--- src/rtl/jtdsp16_sio_rx_if.sv ---
// DSP16 serial output link (ock/sdo/old/sadd/doen) plus the stereo pair and status it produces.
// JTDSP16_SIORX_STATS_EN adds the word/error debug counters to the bundle.
interface jtdsp16_sio_rx_if;
  logic        ock;
  logic        sdo;
  logic        old;
  logic        sadd;
  logic        doen;
  logic [15:0] left;
  logic [15:0] right;
  logic        pair_valid;
  logic        sync_err;
  logic        overrun;
`ifdef JTDSP16_SIORX_STATS_EN
  logic [15:0] debug_words;
  logic [7:0]  debug_errs;
`endif

  modport master (
    output ock, sdo, old, sadd,
`ifdef JTDSP16_SIORX_STATS_EN
    input  debug_words, debug_errs,
`endif
    input  doen, left, right, pair_valid, sync_err, overrun
  );

  modport slave (
    input  ock, sdo, old, sadd,
`ifdef JTDSP16_SIORX_STATS_EN
    output debug_words, debug_errs,
`endif
    output doen, left, right, pair_valid, sync_err, overrun
  );
endinterface

--- src/rtl/jtdsp16_sio_rx.sv ---
// DSP16 serial output receiver: deserialises old-framed words into left/right samples (JTDSP16_SIORX_STATS_EN adds counters).
// Latency: sample updates one clk after the cen cycle that sees the last ock rising edge.
// Backpressure: none; the DSP is never stalled (doen held active), a new word simply overwrites.
module jtdsp16_sio_rx #(
  parameter int WORD_LEN  = 16,
  parameter bit MSB_FIRST = 1'b0,
  parameter bit LEFT_SADD = 1'b0
) (
  input  logic            clk,
  input  logic            rst,
  input  logic            cen,
  jtdsp16_sio_rx_if.slave sio
);

  typedef enum logic [1:0] {IDLE, ARMED, SHIFT} state_t;

  state_t              state, state_nxt;
  logic                ock_reg, ock_prev, old_reg, old_prev, sdo_reg, sadd_reg;
  logic                ock_rise, old_rise;
  logic [4:0]          cnt;
  logic                last_bit;
  logic                chan_left;
  logic                have_left;
  logic [WORD_LEN-1:0] shreg, shift_nxt;
  logic [15:0]         word16;
  logic                latch_chan, shift_en, commit, frame_err;

  always_ff @(posedge clk) begin
    if (rst) begin
      ock_reg  <= 1'b0;
      ock_prev <= 1'b0;
      old_reg  <= 1'b0;
      old_prev <= 1'b0;
      sdo_reg  <= 1'b0;
      sadd_reg <= 1'b0;
    end else if (cen) begin
      ock_reg  <= sio.ock;
      ock_prev <= ock_reg;
      old_reg  <= sio.old;
      old_prev <= old_reg;
      sdo_reg  <= sio.sdo;
      sadd_reg <= sio.sadd;
    end
  end

  assign ock_rise = cen & ock_reg & ~ock_prev;
  assign old_rise = cen & old_reg & ~old_prev;
  assign last_bit = (cnt == 5'(WORD_LEN - 1));

  always_ff @(posedge clk) begin
    if (rst) state <= IDLE;
    else     state <= state_nxt;
  end

  // A word-start edge always wins over a coincident ock edge.
  always_comb begin
    state_nxt = state;
    case (state)
      IDLE:    if (old_rise) state_nxt = ARMED;
      ARMED:   if (old_rise) state_nxt = ARMED;
               else if (ock_rise) state_nxt = SHIFT;
      SHIFT:   if (old_rise) state_nxt = ARMED;
               else if (ock_rise && last_bit) state_nxt = IDLE;
      default: state_nxt = IDLE;
    endcase
  end

  always_comb begin
    latch_chan = old_rise;
    frame_err  = old_rise && (state != IDLE);
    shift_en   = ock_rise && !old_rise && (state != IDLE);
    commit     = shift_en && (state == SHIFT) && last_bit;
    sio.doen   = 1'b0;
  end

  always_comb begin
    if (MSB_FIRST) shift_nxt = {shreg[WORD_LEN-2:0], sdo_reg};
    else           shift_nxt = {sdo_reg, shreg[WORD_LEN-1:1]};
  end

  // Short words sit in the top of the 16-bit sample.
  assign word16 = 16'(shift_nxt) << (16 - WORD_LEN);

  always_ff @(posedge clk) begin
    if (rst) begin
      cnt            <= 5'd0;
      shreg          <= '0;
      chan_left      <= 1'b0;
      have_left      <= 1'b0;
      sio.left       <= 16'd0;
      sio.right      <= 16'd0;
      sio.pair_valid <= 1'b0;
      sio.sync_err   <= 1'b0;
      sio.overrun    <= 1'b0;
    end else begin
      sio.pair_valid <= 1'b0;
      sio.sync_err   <= frame_err;
      if (latch_chan) begin
        chan_left <= (sadd_reg == LEFT_SADD);
        cnt       <= 5'd0;
        shreg     <= '0;
      end
      if (shift_en) begin
        shreg <= shift_nxt;
        cnt   <= commit ? 5'd0 : cnt + 5'd1;
      end
      if (commit) begin
        if (chan_left) begin
          sio.left  <= word16;
          have_left <= 1'b1;
          if (have_left) sio.overrun <= 1'b1;
        end else begin
          sio.right <= word16;
          have_left <= 1'b0;
          if (have_left) sio.pair_valid <= 1'b1;
        end
      end
    end
  end

`ifdef JTDSP16_SIORX_STATS_EN
  always_ff @(posedge clk) begin
    if (rst) begin
      sio.debug_words <= 16'd0;
      sio.debug_errs  <= 8'd0;
    end else begin
      if (commit) sio.debug_words <= sio.debug_words + 16'd1;
      if (frame_err && sio.debug_errs != 8'hFF) sio.debug_errs <= sio.debug_errs + 8'd1;
    end
  end
`endif

endmodule
--- src/flat_wrapper.sv ---
// flat-port wrapper written by rule: the top's interface ports become plain ports
module jtdsp16_sio_rx_flat 
#(
  parameter int WORD_LEN  = 16,
  parameter bit MSB_FIRST = 1'b0,
  parameter bit LEFT_SADD = 1'b0
)
  (clk, rst, cen, sio_ock, sio_sdo, sio_old, sio_sadd, sio_doen, sio_left, sio_right, sio_pair_valid, sio_sync_err, sio_overrun);
  jtdsp16_sio_rx_if sio_i ();
  input  logic clk;
  input  logic rst;
  input  logic cen;
  input wire logic [$bits(sio_i.ock)-1:0] sio_ock;
  input wire logic [$bits(sio_i.sdo)-1:0] sio_sdo;
  input wire logic [$bits(sio_i.old)-1:0] sio_old;
  input wire logic [$bits(sio_i.sadd)-1:0] sio_sadd;
  output wire logic [$bits(sio_i.doen)-1:0] sio_doen;
  output wire logic [$bits(sio_i.left)-1:0] sio_left;
  output wire logic [$bits(sio_i.right)-1:0] sio_right;
  output wire logic [$bits(sio_i.pair_valid)-1:0] sio_pair_valid;
  output wire logic [$bits(sio_i.sync_err)-1:0] sio_sync_err;
  output wire logic [$bits(sio_i.overrun)-1:0] sio_overrun;
  assign sio_i.ock = sio_ock;
  assign sio_i.sdo = sio_sdo;
  assign sio_i.old = sio_old;
  assign sio_i.sadd = sio_sadd;
  assign sio_doen = sio_i.doen;
  assign sio_left = sio_i.left;
  assign sio_right = sio_i.right;
  assign sio_pair_valid = sio_i.pair_valid;
  assign sio_sync_err = sio_i.sync_err;
  assign sio_overrun = sio_i.overrun;
  jtdsp16_sio_rx #(.WORD_LEN(WORD_LEN), .MSB_FIRST(MSB_FIRST), .LEFT_SADD(LEFT_SADD)) u_core (.clk(clk), .rst(rst), .cen(cen), .sio(sio_i));
endmodule
--- config.mk ---
export PLATFORM = sky130hd
export DESIGN_NAME = jtdsp16_sio_rx_flat
export DESIGN_NICKNAME = d
export VERILOG_FILES = /design/src/rtl/jtdsp16_sio_rx_if.sv /design/src/rtl/jtdsp16_sio_rx.sv /design/src/flat_wrapper.sv
export SDC_FILE = /design/constraint.sdc
export NUM_CORES = 1
export LEC_CHECK = 0
export ABC_CLOCK_PERIOD_IN_PS = 2300
export CAP_MARGIN = 20
export CORE_MARGIN = 8
export CORE_UTILIZATION = 28
export DETAILED_ROUTE_END_ITERATION = 10
export PLACE_DENSITY = 0.57
export SLEW_MARGIN = 20
export SYNTH_ARGS = -nofsm -noshare
export SYNTH_HDL_FRONTEND = slang
export SYNTH_SLANG_ARGS = --single-unit
--- constraint.sdc ---
create_clock -name clk -period 2.3 [get_ports clk]
set_clock_uncertainty 0.15 [all_clocks]
set_input_delay 0.23 -clock clk [delete_from_list [all_inputs] [get_ports clk]]
set_output_delay 0.23 -clock clk [all_outputs]
set_load 0.02 [all_outputs]
==> flow_metrics.py <==
metrics = {
    "outcome": {
        "status": "completed",
    },
    "clocking": {
        "cts_resized": 0,
        "post_cts_buffers": 0,
        "clk_latency_ps": 330,
        "cts_buffers": 9,
        "cts.sinks": 65,
        "cts-root-buf": "clkbuf_8",
        "postCtsHoldBufs": 0,
        "clockBufferDepth": 2,
        "path_clk_slew_ps": 80,
        "cts_tree": "built",
        "htreeDepth": 3,
    },
    "yosys": {
        "synth-async-reset-ratio_pct": 0,
        "synthesis.area_um2": 2490,
        "yosysWarnings": 0,
        "synth_edf_count": 0,
        "synth-seq-cells": 65,
        "ys_types": 38,
        "synth_nets": 301,
        "yosysTopAreaCell": "dfxtp_1",
        "synth.avg_cell_area_um2": 8.50,
        "syn_inst": 293,
        "ys.flop_type": "dfxtp_1",
        "yosys-top-cells-area": "dfxtp_1, a21oi_1, nand3_1",
        "yosysSeqAreaShare_pct": 52.2,
        "synth_top_area_share_pct": 52.2,
    },
    "grt": {
        "grt_pass1_wl_um": 10000,
        "track_usage_pct": 10.3,
        "grt_max_degree": 45,
        "gr-total-overflow": 0,
        "grt_pass1_vias": 2074,
        "grt_antenna_before_repair": 0,
    },
    "hold_path": {
        "whs_path_depth": 2,
        "hold_end": "u_core.sio.left[11]",
        "min_from": "u_core.sio.left[11]",
        "hold_path.class": "reg -> reg",
    },
    "setup_path": {
        "cp_max_fo": 34,
        "cp-start-kind": "primary input",
        "path_cells": "clkdlybuf4s50_1 > and3b_4 > and4_1 > buf_12 > nand3_1 > a21oi_1",
        "slowest_stage": "clkdlybuf4s50_1",
        "r2r_end": "u_core.sio.left[9]",
        "cp-end-kind": "flip-flop",
        "crit_type": "in -> reg",
        "reg2reg_from": "u_core.cnt[0]",
        "slowest_delay_ps": 640,
        "ff2ff_path_depth": 6,
        "r2r_slack_ps": 550,
        "crit_arrival_ps": 1870,
        "critical_path_required_ps": 2410,
    },
    "placement": {
        "place_area_um2": 3000,
        "portBuffers": 41,
        "place_hpwl_um": 3950,
        "place_congestion": 0.782,
    },
    "power": {
        "power_frac_seq_pct": 49.6,
        "clockPowerShare_pct": 47.1,
        "netSwitchingPower_uw": 496,
        "power.density_nw_per_um2": 712,
        "leakage_uw": 0.00105,
        "p_sw_share_pct": 21.6,
        "peakVddDrop_uv": 266,
        "internal_power_uw": 1800,
        "comb_power_share_pct": 3.3,
    },
    "die": {
        "initial_core_util_pct": 28.7,
        "dieWidth_um": 110,
        "io_pins": 43,
        "fp-row-count": 34,
        "die_height_um": 110,
        "core_area_um2": 8680,
        "dieArea_um2": 12200,
    },
    "final_layout": {
        "reg_top3": "u_core.sio.left x16, u_core.sio.right x16, u_core.shreg x15",
        "antenna_cells": 0,
        "design_area_um2": 3220,
        "nNetsFinal": 337,
        "drive_gt1_share_pct": 9.28,
        "area_growth_pct": 29.4,
    },
    "routing": {
        "vias": 2139,
        "vias_per_cell": 4.84,
        "wl_per_cell_um": 13.5,
        "drcViolationCount": 0,
        "firstDrtPassIters": 4,
        "drtAntennaViolNets": 0,
        "routed_wl_um": 5950,
        "drt_iter0_markers": 84,
    },
    "timing": {
        "rsz0062_at_grt": "no",
        "min_period_over_period_pct": 76.4,
        "slew_violations": 0,
        "relSlewSlack_pct": 58.0,
        "timing_hold_violations_final": 0,
        "tightestPinTransition_ps": 629,
        "fin_setup_tns_ps": 0,
        "final_period_minus_worst_setup_slack_ps": 1760,
        "setup_viol": 0,
        "max_freq_mhz": 569,
    },
    "job": {
        "max-cap-violations": 0,
    },
}
cell usage after synthesis (5+ instances only):
library cell  number
a21oi_1           51
buf_4              5
clkbuf_1          15
dfxtp_1           65
mux2i_1            6
nand2_1           35
nand3_1           33
nor2_1            14
o21ai_0           25
o21ai_1            8
logic make-up (layout without fill, tap and decap cells):
kind of cell    count (synthesis)  in the layout  synth area share [%]
compound gates                 92             92                  19.8
xor+xnor                        1              1                 0.352
other cells                     1              1                 0.151
flops                          65             65                  52.2
buf+inv                        27             68                  5.22
fa+ha+maj                       1              1                 0.502
mux                             6              6                  2.41
simple gates                  100            100                  19.3
per-layer routing:
metal  vias up  share of wire, %  track usage [%]
li1       1095                 -                -
met1       998                47             13.1
met2        41                47             16.0
met3         5               5.7             3.49
met4         0              0.82             3.43
met5         -                 0                0
power groups by stage:
stage | Combinational (uW) | Sequential [uW] | Clock, uW
after floorplan | 56.1 | 1160 | 0
after global placement | 76.5 | 1170 | 0
after detailed placement | 77.0 | 1170 | 0
after CTS | 77.1 | 1140 | 1110
after global routing | 84.0 | 1140 | 1160
final | 76.4 | 1140 | 1080
worst max-delay path by stage:
| stage | end | slack (ps) | start |
|---|---|---|---|
| finish | u_core.sio.left[9] | 540 | cen |
| global route | u_core.sio.right[14] | 380 | u_core.cnt[0] |
| CTS | u_core.sio.left[9] | 550 | u_core.cnt[0] |
| detailed placement | u_core.sio.left[9] | 210 | cen |
| global placement | u_core.cnt[0] | 250 | cen |
| floorplan | u_core.sio.overrun | 660 | u_core.cnt[0] |
through the flow:
step	util, %	power, uW	hold slack, ps	cells	worst slack (ps)
after CTS	37.2	2320	326	442	553
after global routing	37.2	2380	359	442	381
after detailed placement	34.5	1240	315	426	211
after floorplan	-	1220	227	293	658
after global placement	34.5	1240	304	426	249
final	37.2	2300	325	442	542
placed cells by master (no fill, tap or decap), drive strengths merged, types with 2 or more instances in the layout:
| cell type | instances |
|---|---|
| nand3 | 33 |
| nand2 | 35 |
| bufinv | 2 |
| nand2b | 3 |
| o21ai | 34 |
| clkbuf | 10 |
| nor2 | 15 |
| clkinvlp | 2 |
| nand3b | 2 |
| mux2i | 6 |
| inv | 2 |
| buf | 10 |
| a21oi | 51 |
| dfxtp | 65 |
| clkdlybuf4s50 | 41 |
| nor3 | 3 |
| nor3b | 2 |
cell type report:
type                            count  area, um2
Sequential cell                    65       1300
Tap cell                          108        135
Multi-Input combinational cell    201       1060
Clock buffer                       10        138
Fill cell                         909       5450
Timing Repair Buffer               51        498
Clock inverter                      6       88.8
Inverter                            1       3.75
critical path: cells and delay by family:
family | cells | cell delay (ps)
AND/OR/NAND/NOR | 3 | 620
buffers and inverters | 2 | 830
AO/OA/AOI/OAI | 1 | 170
Power figures use the tool's default switching activity.
